## src/rtl/dht11_uart_reporter_if.sv

```systemverilog
// Bundle between the reporter, the DHT11 controller and the UART TX FIFO write port.
// master: the reporter side. slave: the controller/FIFO side.
interface dht11_uart_reporter_if;
  logic       dht_start;
  logic       dht_done;
  logic       dht_valid;
  logic [7:0] rh_data;
  logic [7:0] t_data;
  logic       fifo_full;
  logic       fifo_push;
  logic [7:0] fifo_wdata;

  modport master (
    output dht_start, fifo_push, fifo_wdata,
    input  dht_done, dht_valid, rh_data, t_data, fifo_full
  );

  modport slave (
    input  dht_start, fifo_push, fifo_wdata,
    output dht_done, dht_valid, rh_data, t_data, fifo_full
  );
endinterface

```

## src/rtl/dht11_uart_reporter.sv

```systemverilog
// DHT11 measurement reporter: triggers reads (periodic or on request), converts
// humidity/temperature to 3-digit decimal ASCII and writes one text line per
// read into the UART TX FIFO ("H=hhh T=ttt\r\n" or "ERR\r\n").
// Optional feature: define DHT_REPORT_SEQ_EN to prefix each line with "#XX "
// (8-bit uppercase-hex line sequence number).
module dht11_uart_reporter #(
  parameter int unsigned CLK_HZ     = 100_000_000,
  parameter int unsigned PERIOD_MS  = 2000,
  parameter int unsigned TIMEOUT_MS = 50
) (
  input  logic                          clk,
  input  logic                          rst,
  input  logic                          auto_en,
  input  logic                          req,
  dht11_uart_reporter_if.master         io,
  output logic                          busy,
  output logic [7:0]                    err_cnt
);

  localparam int unsigned PERIOD_CYC  = CLK_HZ / 1000 * PERIOD_MS;
  localparam int unsigned TIMEOUT_CYC = CLK_HZ / 1000 * TIMEOUT_MS;
  localparam int unsigned PER_W       = (PERIOD_CYC > 1) ? $clog2(PERIOD_CYC) : 1;
  localparam int unsigned TMO_W       = (TIMEOUT_CYC > 1) ? $clog2(TIMEOUT_CYC) : 1;
`ifdef DHT_REPORT_SEQ_EN
  localparam int unsigned PFX_LEN = 4;
`else
  localparam int unsigned PFX_LEN = 0;
`endif
  localparam int unsigned GOOD_LEN = 13 + PFX_LEN;
  localparam int unsigned ERR_LEN  = 5 + PFX_LEN;

  typedef enum logic [2:0] {IDLE, TRIG, WAIT_DONE, CONV, SEND, ERR_SEND} state_t;

  state_t           state, next_state;
  logic             pending;
  logic [PER_W-1:0] period_cnt;
  logic [TMO_W-1:0] tmo_cnt;
  logic             period_wrap, tmo_hit;

  // Conversion datapath: work holds the remainder of the value being converted.
  logic [7:0]  work;
  logic [1:0]  hun;
  logic [3:0]  ten;
  logic        conv_sel;   // 0: humidity, 1: temperature
  logic [7:0]  t_q;
  logic [11:0] rh_bcd, t_bcd;
  logic        conv_last;

  // Line output.
  logic [4:0]  idx, idx_nxt;
  logic        push, last_byte;
  logic [7:0]  next_byte, wdata;
  logic [4:0]  pos;
  logic        in_pfx;
`ifdef DHT_REPORT_SEQ_EN
  logic [7:0]  seq;

  function automatic logic [7:0] hex_char(input logic [3:0] n);
    return (n < 4'd10) ? (8'h30 + {4'h0, n}) : (8'h37 + {4'h0, n});
  endfunction
`endif

  function automatic logic [7:0] dig_char(input logic [3:0] d);
    return 8'h30 | {4'h0, d};
  endfunction

  assign period_wrap = (period_cnt == PER_W'(PERIOD_CYC - 1));
  assign tmo_hit     = (state == WAIT_DONE) && (tmo_cnt == TMO_W'(TIMEOUT_CYC - 1));
  assign conv_last   = conv_sel && (work < 8'd10);
  assign io.fifo_push  = push;
  assign io.fifo_wdata = wdata;

  // State register.
  always_ff @(posedge clk or posedge rst) begin
    // NOTE: sequential state uses non-blocking assignments so every register samples pre-edge values.
    if (rst) state <= IDLE;
    else     state <= next_state;
  end

  // Next-state and handshake outputs.
  always_comb begin
    // NOTE: every output gets a default first; a missed branch would otherwise infer a latch.
    next_state   = state;
    io.dht_start = 1'b0;
    push         = 1'b0;
    last_byte    = 1'b0;
    busy         = (state != IDLE);
    case (state)
      IDLE:      if (pending) next_state = TRIG;
      TRIG: begin
        io.dht_start = 1'b1;
        next_state   = WAIT_DONE;
      end
      WAIT_DONE: begin
        // A done pulse in the timeout cycle takes priority over the timeout.
        if (io.dht_done)  next_state = io.dht_valid ? CONV : ERR_SEND;
        else if (tmo_hit) next_state = ERR_SEND;
      end
      CONV:      if (conv_last) next_state = SEND;
      SEND: begin
        push      = !io.fifo_full;
        last_byte = (idx == 5'(GOOD_LEN - 1));
        if (push && last_byte) next_state = IDLE;
      end
      ERR_SEND: begin
        push      = !io.fifo_full;
        last_byte = (idx == 5'(ERR_LEN - 1));
        if (push && last_byte) next_state = IDLE;
      end
      default:   next_state = IDLE;
    endcase
  end

  // Periodic trigger timer and the single coalescing request bit.
  always_ff @(posedge clk or posedge rst) begin
    if (rst) begin
      period_cnt <= '0;
      pending    <= 1'b0;
    end else begin
      if (!auto_en || period_wrap) period_cnt <= '0;
      else                         period_cnt <= period_cnt + 1'b1;
      // A new request in the cycle IDLE consumes pending is kept, not lost.
      if (req || (auto_en && period_wrap)) pending <= 1'b1;
      else if (state == IDLE)              pending <= 1'b0;
    end
  end

  // Response timeout counter, restarted on every trigger.
  always_ff @(posedge clk or posedge rst) begin
    if (rst)                     tmo_cnt <= '0;
    else if (state == TRIG)      tmo_cnt <= '0;
    else if (state == WAIT_DONE) tmo_cnt <= tmo_cnt + 1'b1;
  end

  // Capture on a good done, then binary-to-BCD by one subtraction per cycle.
  always_ff @(posedge clk or posedge rst) begin
    if (rst) begin
      work     <= '0;
      hun      <= '0;
      ten      <= '0;
      conv_sel <= 1'b0;
      t_q      <= '0;
      rh_bcd   <= '0;
      t_bcd    <= '0;
    end else if (state == WAIT_DONE && io.dht_done && io.dht_valid) begin
      work     <= io.rh_data;
      t_q      <= io.t_data;
      hun      <= '0;
      ten      <= '0;
      conv_sel <= 1'b0;
    end else if (state == CONV) begin
      if (work >= 8'd100) begin
        work <= work - 8'd100;
        hun  <= hun + 1'b1;
      end else if (work >= 8'd10) begin
        work <= work - 8'd10;
        ten  <= ten + 1'b1;
      end else if (!conv_sel) begin
        rh_bcd   <= {2'b00, hun, ten, work[3:0]};
        work     <= t_q;
        hun      <= '0;
        ten      <= '0;
        conv_sel <= 1'b1;
      end else begin
        t_bcd <= {2'b00, hun, ten, work[3:0]};
      end
    end
  end

  // Byte that will sit on fifo_wdata in the next cycle.
  always_comb begin
    if (state != SEND && state != ERR_SEND) idx_nxt = '0;
    else if (push)                          idx_nxt = idx + 1'b1;
    else                                    idx_nxt = idx;
`ifdef DHT_REPORT_SEQ_EN
    in_pfx = (idx_nxt < 5'd4);
    pos    = idx_nxt - 5'd4;
`else
    in_pfx = 1'b0;
    pos    = idx_nxt;
`endif
    next_byte = 8'h00;
    if (in_pfx) begin
`ifdef DHT_REPORT_SEQ_EN
      case (idx_nxt[1:0])
        2'd0:    next_byte = "#";
        2'd1:    next_byte = hex_char(seq[7:4]);
        2'd2:    next_byte = hex_char(seq[3:0]);
        default: next_byte = " ";
      endcase
`endif
    end else if (next_state == ERR_SEND) begin
      case (pos)
        5'd0:    next_byte = "E";
        5'd1:    next_byte = "R";
        5'd2:    next_byte = "R";
        5'd3:    next_byte = 8'h0D;
        default: next_byte = 8'h0A;
      endcase
    end else begin
      case (pos)
        5'd0:    next_byte = "H";
        5'd1:    next_byte = "=";
        5'd2:    next_byte = dig_char(rh_bcd[11:8]);
        5'd3:    next_byte = dig_char(rh_bcd[7:4]);
        5'd4:    next_byte = dig_char(rh_bcd[3:0]);
        5'd5:    next_byte = " ";
        5'd6:    next_byte = "T";
        5'd7:    next_byte = "=";
        5'd8:    next_byte = dig_char(t_bcd[11:8]);
        5'd9:    next_byte = dig_char(t_bcd[7:4]);
        5'd10:   next_byte = dig_char(t_bcd[3:0]);
        5'd11:   next_byte = 8'h0D;
        default: next_byte = 8'h0A;
      endcase
    end
  end

  // Byte index and registered write data; index moves only on an accepted push.
  always_ff @(posedge clk or posedge rst) begin
    if (rst) begin
      idx   <= '0;
      wdata <= '0;
    end else begin
      idx <= idx_nxt;
      if (next_state == SEND || next_state == ERR_SEND) wdata <= next_byte;
      else                                              wdata <= 8'h00;
    end
  end

`ifdef DHT_REPORT_SEQ_EN
  // Line sequence number, advanced once the final byte of any line is pushed.
  always_ff @(posedge clk or posedge rst) begin
    if (rst)                    seq <= '0;
    else if (push && last_byte) seq <= seq + 1'b1;
  end
`endif

  // Saturating error-line counter, bumped on entry to ERR_SEND.
  always_ff @(posedge clk or posedge rst) begin
    if (rst) err_cnt <= '0;
    else if (state != ERR_SEND && next_state == ERR_SEND && err_cnt != 8'hFF)
      err_cnt <= err_cnt + 1'b1;
  end

endmodule

```

## src/flat_wrapper.sv

```systemverilog
// flat-port wrapper written by rule: the top's interface ports become plain ports
module dht11_uart_reporter_flat 
#(
  parameter int unsigned CLK_HZ     = 100_000_000,
  parameter int unsigned PERIOD_MS  = 2000,
  parameter int unsigned TIMEOUT_MS = 50
)
  (clk, rst, auto_en, req, busy, err_cnt, io_dht_start, io_fifo_push, io_fifo_wdata, io_dht_done, io_dht_valid, io_rh_data, io_t_data, io_fifo_full);
  dht11_uart_reporter_if io_i ();
  input  logic clk;
  input  logic rst;
  input  logic auto_en;
  input  logic req;
  output logic busy;
  output logic [7:0] err_cnt;
  output wire logic [$bits(io_i.dht_start)-1:0] io_dht_start;
  output wire logic [$bits(io_i.fifo_push)-1:0] io_fifo_push;
  output wire logic [$bits(io_i.fifo_wdata)-1:0] io_fifo_wdata;
  input wire logic [$bits(io_i.dht_done)-1:0] io_dht_done;
  input wire logic [$bits(io_i.dht_valid)-1:0] io_dht_valid;
  input wire logic [$bits(io_i.rh_data)-1:0] io_rh_data;
  input wire logic [$bits(io_i.t_data)-1:0] io_t_data;
  input wire logic [$bits(io_i.fifo_full)-1:0] io_fifo_full;
  assign io_dht_start = io_i.dht_start;
  assign io_fifo_push = io_i.fifo_push;
  assign io_fifo_wdata = io_i.fifo_wdata;
  assign io_i.dht_done = io_dht_done;
  assign io_i.dht_valid = io_dht_valid;
  assign io_i.rh_data = io_rh_data;
  assign io_i.t_data = io_t_data;
  assign io_i.fifo_full = io_fifo_full;
  dht11_uart_reporter #(.CLK_HZ(CLK_HZ), .PERIOD_MS(PERIOD_MS), .TIMEOUT_MS(TIMEOUT_MS)) u_core (.clk(clk), .rst(rst), .auto_en(auto_en), .req(req), .io(io_i), .busy(busy), .err_cnt(err_cnt));
endmodule
```

## config.mk

```make
export PLATFORM = sky130hd
export DESIGN_NAME = dht11_uart_reporter_flat
export DESIGN_NICKNAME = d
export VERILOG_FILES = /design/src/rtl/dht11_uart_reporter_if.sv /design/src/rtl/dht11_uart_reporter.sv /design/src/flat_wrapper.sv
export SDC_FILE = /design/constraint.sdc
export NUM_CORES = 1
export LEC_CHECK = 0
export ABC_CLOCK_PERIOD_IN_PS = 4440
export BUFFER_PORTS_ARGS = -buffer_cell sky130_fd_sc_hd__buf_2
export CORE_MARGIN = 5
export CORE_UTILIZATION = 60
export DETAILED_ROUTE_END_ITERATION = 6
export PLACE_DENSITY = 0.87
export RECOVER_POWER = 50
export SETUP_SLACK_MARGIN = 0.2
export SYNTH_ARGS = -nofsm -noshare
export SYNTH_HDL_FRONTEND = slang
export SYNTH_SLANG_ARGS = --single-unit
```

## constraint.sdc

```tcl
create_clock -name clk -period 4.44 [get_ports clk]
set_input_delay 0.222 -clock clk [delete_from_list [all_inputs] [get_ports clk]]
set_output_delay 0.222 -clock clk [all_outputs]
set_load 0.02 [all_outputs]
```

==> results of run 1 <==
## power by group through the flow
stage	combinational [mW]	clock [mW]	sequential [mW]
2_1_floorplan	1.03	0	1.49
4_1_cts	1.25	1.40	1.57
6_report	1.26	1.38	1.58
3_3_place_gp	1.19	0	1.57
5_1_grt	1.40	1.46	1.62
3_5_place_dp	1.22	0	1.59
## final cells by class
cell class	instances	area, µm²
multi-input cells	534	3471
fillers	820	3214
flip-flops and latches	118	2953
clock buffers	22	442.9
repair buffers	61	386.6
well taps	140	175.2
clock inverters	10	152.6
inverters	22	92.59
## worst paths after layout
check | to | cells after the start
max in group asynchronous | u_core.period_cnt[17] | 4
max reg2reg | u_core.rh_bcd[7] | 6
min | u_core.state[1] | 3
max | io_dht_start | 3
min reg2reg | u_core.t_q[1] | 2
min in group asynchronous | u_core.period_cnt[8] | 3
## routing by layer
| layer | up-vias | track usage, % |
|---|---|---|
| met2 | 189 | 41.20 |
| met3 | 34 | 6.997 |
| met1 | 2730 | 32.23 |
| li1 | 2586 | - |
| met4 | 0 | 10.09 |
| met5 | - | 0 |
## registers in the layout, indices dropped and copies added (netlist names)
name / count
u_core.conv_sel: 1
u_core.err_cnt: 8
u_core.hun: 2
u_core.idx: 5
u_core.io.fifo_wdata: 7
u_core.pending: 1
u_core.period_cnt: 28
u_core.rh_bcd: 10
u_core.state: 3
u_core.t_bcd: 10
u_core.t_q: 8
u_core.ten: 4
u_core.tmo_cnt: 23
u_core.work: 8
## layout by cell type, fill, tap and decap left out, drive strengths merged, types with 8 or more instances in the layout
cell type | Yosys | routed
and3 | 11 | 11
a21oi | 21 | 21
o21ai | 26 | 26
dfrtp | 118 | 118
nor3 | 25 | 25
mux2 | 25 | 25
nor3b | 8 | 8
inv | 21 | 21
a31oi | 8 | 8
xor2 | 32 | 32
nor2 | 86 | 86
xnor2 | 37 | 37
nand2 | 74 | 74
ha | 12 | 12
nand4 | 21 | 21
nand3 | 30 | 30
buf | 14 | 27
nor2b | 10 | 10
clkbuf | 20 | 37
dlygate4sd3 | 0 | 19
## what timing repair did
| item | 4_1_cts | 5_1_grt |
|---|---|---|
| gates resized for setup | 0 | 0 |
| endpoints found under the hold margin | 95 | 0 |
| hold buffers | 19 | 0 |
| setup buffers | 0 | 0 |
## cell families after synthesis
| kind of cell | after synthesis | synth area share [%] |
|---|---|---|
| xor gates and xnor gates | 69 | 9.038 |
| adders and majority gates | 12 | 2.245 |
| DFF | 118 | 44.16 |
| muxes | 32 | 5.314 |
| AOI/OAI and AO/OA | 111 | 11.15 |
| and+or+nand+nor | 309 | 24.10 |
| other | 1 | 0.05608 |
| buffers and inverters | 56 | 3.930 |
## worst register-to-register path, delay by kind of cell (launching register included)
kind,cells,cell delay (ns)
and+or+nand+nor,2,1.13
AOI/OAI and AO/OA,1,0.46
DFF,1,0.45
muxes,1,0.43
adders and majority gates,1,0.22
buffers and inverters,1,0.15
==> results.md, run 1 <==
* Status: complete, but fails checks
* Violated checks: max-capacitance violations, max-slew violations
* Initial DRC count at 439
* Slew headroom at -89.79%
* Worst setup path start: u_core.state[0]
* Worst endpoint required time at approximately 4.2 ns
* Antenna Nets Post-Route at 0
* Deepest clock path buffer count at 2
* Arr. time, crit path at 2.95 ns
* Initial antenna violation count at 0
* DR WL/cell at 17.24 µm
* Crit Path Category: reg -> out
* Routed wire length at ~16 mm
* Top cells by area, synth: dfrtp_1, xnor2_1, nor2_1
* Clk root buf: clkbuf_8
* Register bit total from synthesis at roughly 120
* Tcrit/Tclk final at 71.35%
* DIE HEIGHT at 115.6 µm
* Vias per cell at about 6.1
* Register area share after synthesis at between 40% and 50%
* Asr flop ratio synth at 100.0%
* Cell Int Power at 2.733 mW
* Dpl cells at ~860
* Final setup viols at 0
* # IOs at 42
* Clk Latency, worst-skew pair at between 0.5 and 0.6 ns
* Distinct cell type count after synthesis at 82
* Hold path start: io_dht_valid
* Slowest stage cell, crit path: nor3b_1
* PwrDens at 550.9 mW/mm²
* Max layer used: met4
* Post-DP HPWL at about 10 mm
* Slack of the critical path at 1.272 ns
* Post-synth EDFFs at 0
* Worst Path Buf+Inv at 2
* P_sw at 1.494 mW
* GRT Total Usage at 25.32%
* Die area at 0.01336 mm²
* CP top delay family: simple AND/OR/NAND/NOR gates
* Final GP Congestion at 0.9182
* CP max stage delay at 1.17 ns
* Startpoint Class: flip-flop
* Clock H-tree levels at 4
* Metal3 WL at 980 µm
* FF-to-FF Start: u_core.work[2]
* N_diodes at 0
* Final hold violations at 0
* Synth Flop Type: dfrtp_1
* Router iterations before antenna repair at 7
* Max IR drop VDD at 0.4148 mV
* MaxCap Viol Count at 1
* Syn Nets at 743
* Final Critical Period at between 3 and 4 ns
* Largest net degree at the start of global routing at 78
* Share of layout cells above drive strength 1 at 12.65%
* M1 WL at 6.778 mm
* Finished layout cell area at 0.007674 mm²
* Syn-to-layout area delta at 14.76%
* Post-Synthesis Cell Area at 0.006686 mm²
* Share of the synthesized area in the top cell type at 44.16%
* Grt total ovfl at 0
* Switching Share at between 30% and 40%
* Via Count at roughly 5.5k
* Top-count cell post-synth: dfrtp_1
* CTS tree: done
* Design Power at 4.227 mW
* DP Area at 0.006914 mm²
* Reg power frac at 37.5%
* Comb power frac at about 30%
* DP Worst Slack at ~1.5 ns
* Vias in the first global route at 5596
* TNS Setup at 0 ns
* Sinks on Clock Net at 118
* Post-route insts no fill at 907
* Layout Utilization at 70.48%
* Worst-margin pin slew at between 2 and 3 ns
* Layout Skew at 0.01011 ns
* Crit-path max FO at 19
* Worst hold path type: in -> reg
* Final Max Slew Viols at 78
* Fmax at approximately 0.32 GHz
* DRC viols at 0
* Cts bufs inserted at 17
* CP cell instances: nor3b_1 > buf_4 > buf_2
* Most frequent cells after synthesis: dfrtp_1, nor2_1, nand2_1
* WL met2 at 7.576 mm
* First-pass GRT wire length at 26.79 mm
* Die X at 115.6 µm
* R2R Setup Slk at 1.49 ns
* Post-synth top area cell: dfrtp_1
* Core ar. at 0.01089 mm²
* RSZ-0062 raised after global routing: false
* Critical Path End Type: output pin
* Synth warn at 0
* Row count at 38
* Hold slack at ~0.045 ns
* Post-Synthesis Cells at 708
* Post-layout net count at 789
* Clock power share at 32.8%
* Synth Area per Inst at 9.444 µm²
* Initial Utilization at 61.41%
* Port bufs at 40
* Lkg Pwr at 3.290 nW
* Clock transition at path regs at 0.06 ns
Note: power is estimated with default switching activity, not from simulation.
==> inputs of run 2 (changes only) <==
Settings changed: ABC_CLOCK_PERIOD_IN_PS 4440 to 2900, CORE_UTILIZATION 60 to 55, PLACE_DENSITY 0.87 to 0.84.
Clock period 4.44 ns to 2.9 ns, I/O delays scaled along.
==> results.md, run 2 (synthesis results as in run 1) <==
* Lkg Pwr at 3.342 nW
* # IOs at 42
* Slowest stage cell, crit path: nor4_2
* DRC viols at 0
* Layout Skew at approximately 0.0059 ns
* DR WL/cell at 16.86 µm
* Row count at 40
* Port bufs at 40
* Crit Path Category: reg -> reg
* Worst hold path type: in -> reg
* Largest register FFs at 28
* N_diodes at 0
* Tcrit/Tclk final at 86.20%
* Worst Path Buf+Inv at 0
* RSZ-0062 raised after global routing: false
* Final setup viols at 0
* TNS Setup at 0 ns
* Final hold violations at 0
* DP Worst Slack at approximately 0.38 ns
* GRT Total Usage at 22.52%
* CP max stage delay at around 0.6 ns
* MaxCap Viol Count at 1
* Initial antenna violation count at 0
* Antenna Nets Post-Route at 0
* Design Power at around 6.5 mW
* Regs by FF count: u_core.period_cnt x28, u_core.tmo_cnt x23
* Core ar. at approximately 0.012 mm²
* Syn-to-layout area delta at 16.39%
* Critical Path End Type: flip-flop
* Max IR drop VDD at ~0.56 mV
* Status: complete, but fails checks
* Final Max Slew Viols at 42
* First-pass GRT wire length at 26.43 mm
* Arr. time, crit path at 2.79 ns
* Share of layout cells above drive strength 1 at about 14%
* CTS tree: done
* Vias per cell at 5.959
* Startpoint Class: flip-flop
* DIE HEIGHT at 120.3 µm
* Cts bufs inserted at 17
* PwrDens at 840.6 mW/mm²
* Via Count at 5482
* Violated checks: max-capacitance violations, max-slew violations
* Die area at 0.01446 mm²
* Commonest cells after routing, fill and taps aside: dfrtp_1, nor2_1, nand2_1
* Worst endpoint required time at 3.19 ns
* Final GP Congestion at around 0.95
* Crit-path max FO at 10
* Post-CTS setup buffer count at 0
* CP cell instances: nor4_2 > nand3_2 > nor3_4 > mux2_2
* Clk root buf: clkbuf_16
* Final Critical Period at 2.500 ns
* Clock transition at path regs at 0.05 ns
* Initial Utilization at 55.90%
* Largest Register: u_core.period_cnt
* Slack of the critical path at about 0.40 ns
* Router iterations before antenna repair at 5
* Worst-margin pin slew at 2.002 ns
* Die X at 120.3 µm
* Sinks on Clock Net at 118
* Deepest clock path buffer count at 2
* CP top delay family: simple AND/OR/NAND/NOR gates
* Fmax at 0.4001 GHz
* Initial DRC count at 433
* Vias in the first global route at between 5k and 6k
* Most common cell after layout, fill and taps aside: dfrtp_1
* Post-layout net count at 796
* Slew headroom at -34.21%
* Routed wire length at 15.51 mm
* Post-DP HPWL at 10.76 mm
* Clk Latency, worst-skew pair at between 0.4 and 0.5 ns
* Clock H-tree levels at 4
* Grt total ovfl at 0
* Largest net degree at the start of global routing at 44
==> run 2: changes by cell type in the layout (fill, tap and decap cells not counted), moves of 2 or more <==
cell,previous run,this run
clkbuf_1,19,16
clkinv_2,5,3
clkbuf_8,2,5
dlygate4sd3_1,19,16
buf_4,2,10
buf_12,0,2
==> run 2: worst paths after layout <==
check | slack [ns] | depth (start not counted) | endpoint | start
min in group asynchronous | 0.79 | 3 | u_core.t_q[5] | rst
setup / recovery | 0.40 | 4 | u_core.t_bcd[7] | u_core.work[4]
hold reg to reg | 0.47 | 2 | u_core.t_q[3] | u_core.t_q[3]
max in group asynchronous | 1.06 | 3 | u_core.idx[1] | rst
hold / removal | 0.04 | 3 | u_core.work[2] | io_rh_data[2]
setup reg to reg | 0.40 | 4 | u_core.t_bcd[7] | u_core.work[4]
==> run 2: timing repair <==
action	4_1_cts	5_1_grt
hold endpoints to repair	56	0
gates resized for setup	0	1
hold buffers	16	0
endpoints found under the setup margin	0	3
==> run 2: worst register-to-register path, stage by stage (launching register included) <==
cell and delay [ns]:
dfrtp_1 0.49, nor4_2 0.59, nand3_2 0.34, nor3_4 0.54, mux2_2 0.41
==> run 2: power by group <==
| group | switching (mW) | leakage [nW] | internal (mW) |
|---|---|---|---|
| clock | 0.705 | 0.301 | 1.45 |
| combinational | 1.17 | 1.46 | 0.818 |
| sequential | 0.397 | 1.58 | 1.99 |
==> run 2: metal layers <==
metal  vias up  GRT usage [%]  share of wire [%]
met1      2680          29.30                 44
met4         0          7.649                1.7
li1       2607              -                  -
met3        26          5.753                5.4
met2       169          36.85                 49
met5         -              0                  0
==> run 2: final cells by class <==
| cell class | count | area, µm² |
|---|---|---|
| clock buffer | 23 | 498.0 |
| fill | 934 | 4179 |
| timing repair buffer | 68 | 456.7 |
| inverter | 22 | 93.84 |
| clock inverter | 8 | 120.1 |
| multi-input combinational | 534 | 3476 |
| tap | 147 | 183.9 |
| sequential | 118 | 2954 |
==> run 2: through the flow <==
step           instances  area (µm²)  utilization [%]  hold WS [ns]
2_1_floorplan        708        6690                -        0.2504
3_3_place_gp         873        7024            58.72        0.3343
3_5_place_dp         873        7024            58.72        0.3402
4_1_cts              920        7802            65.23       0.01259
5_1_grt              920        7782            65.06       0.04107
6_report             920        7782            65.06       0.03531
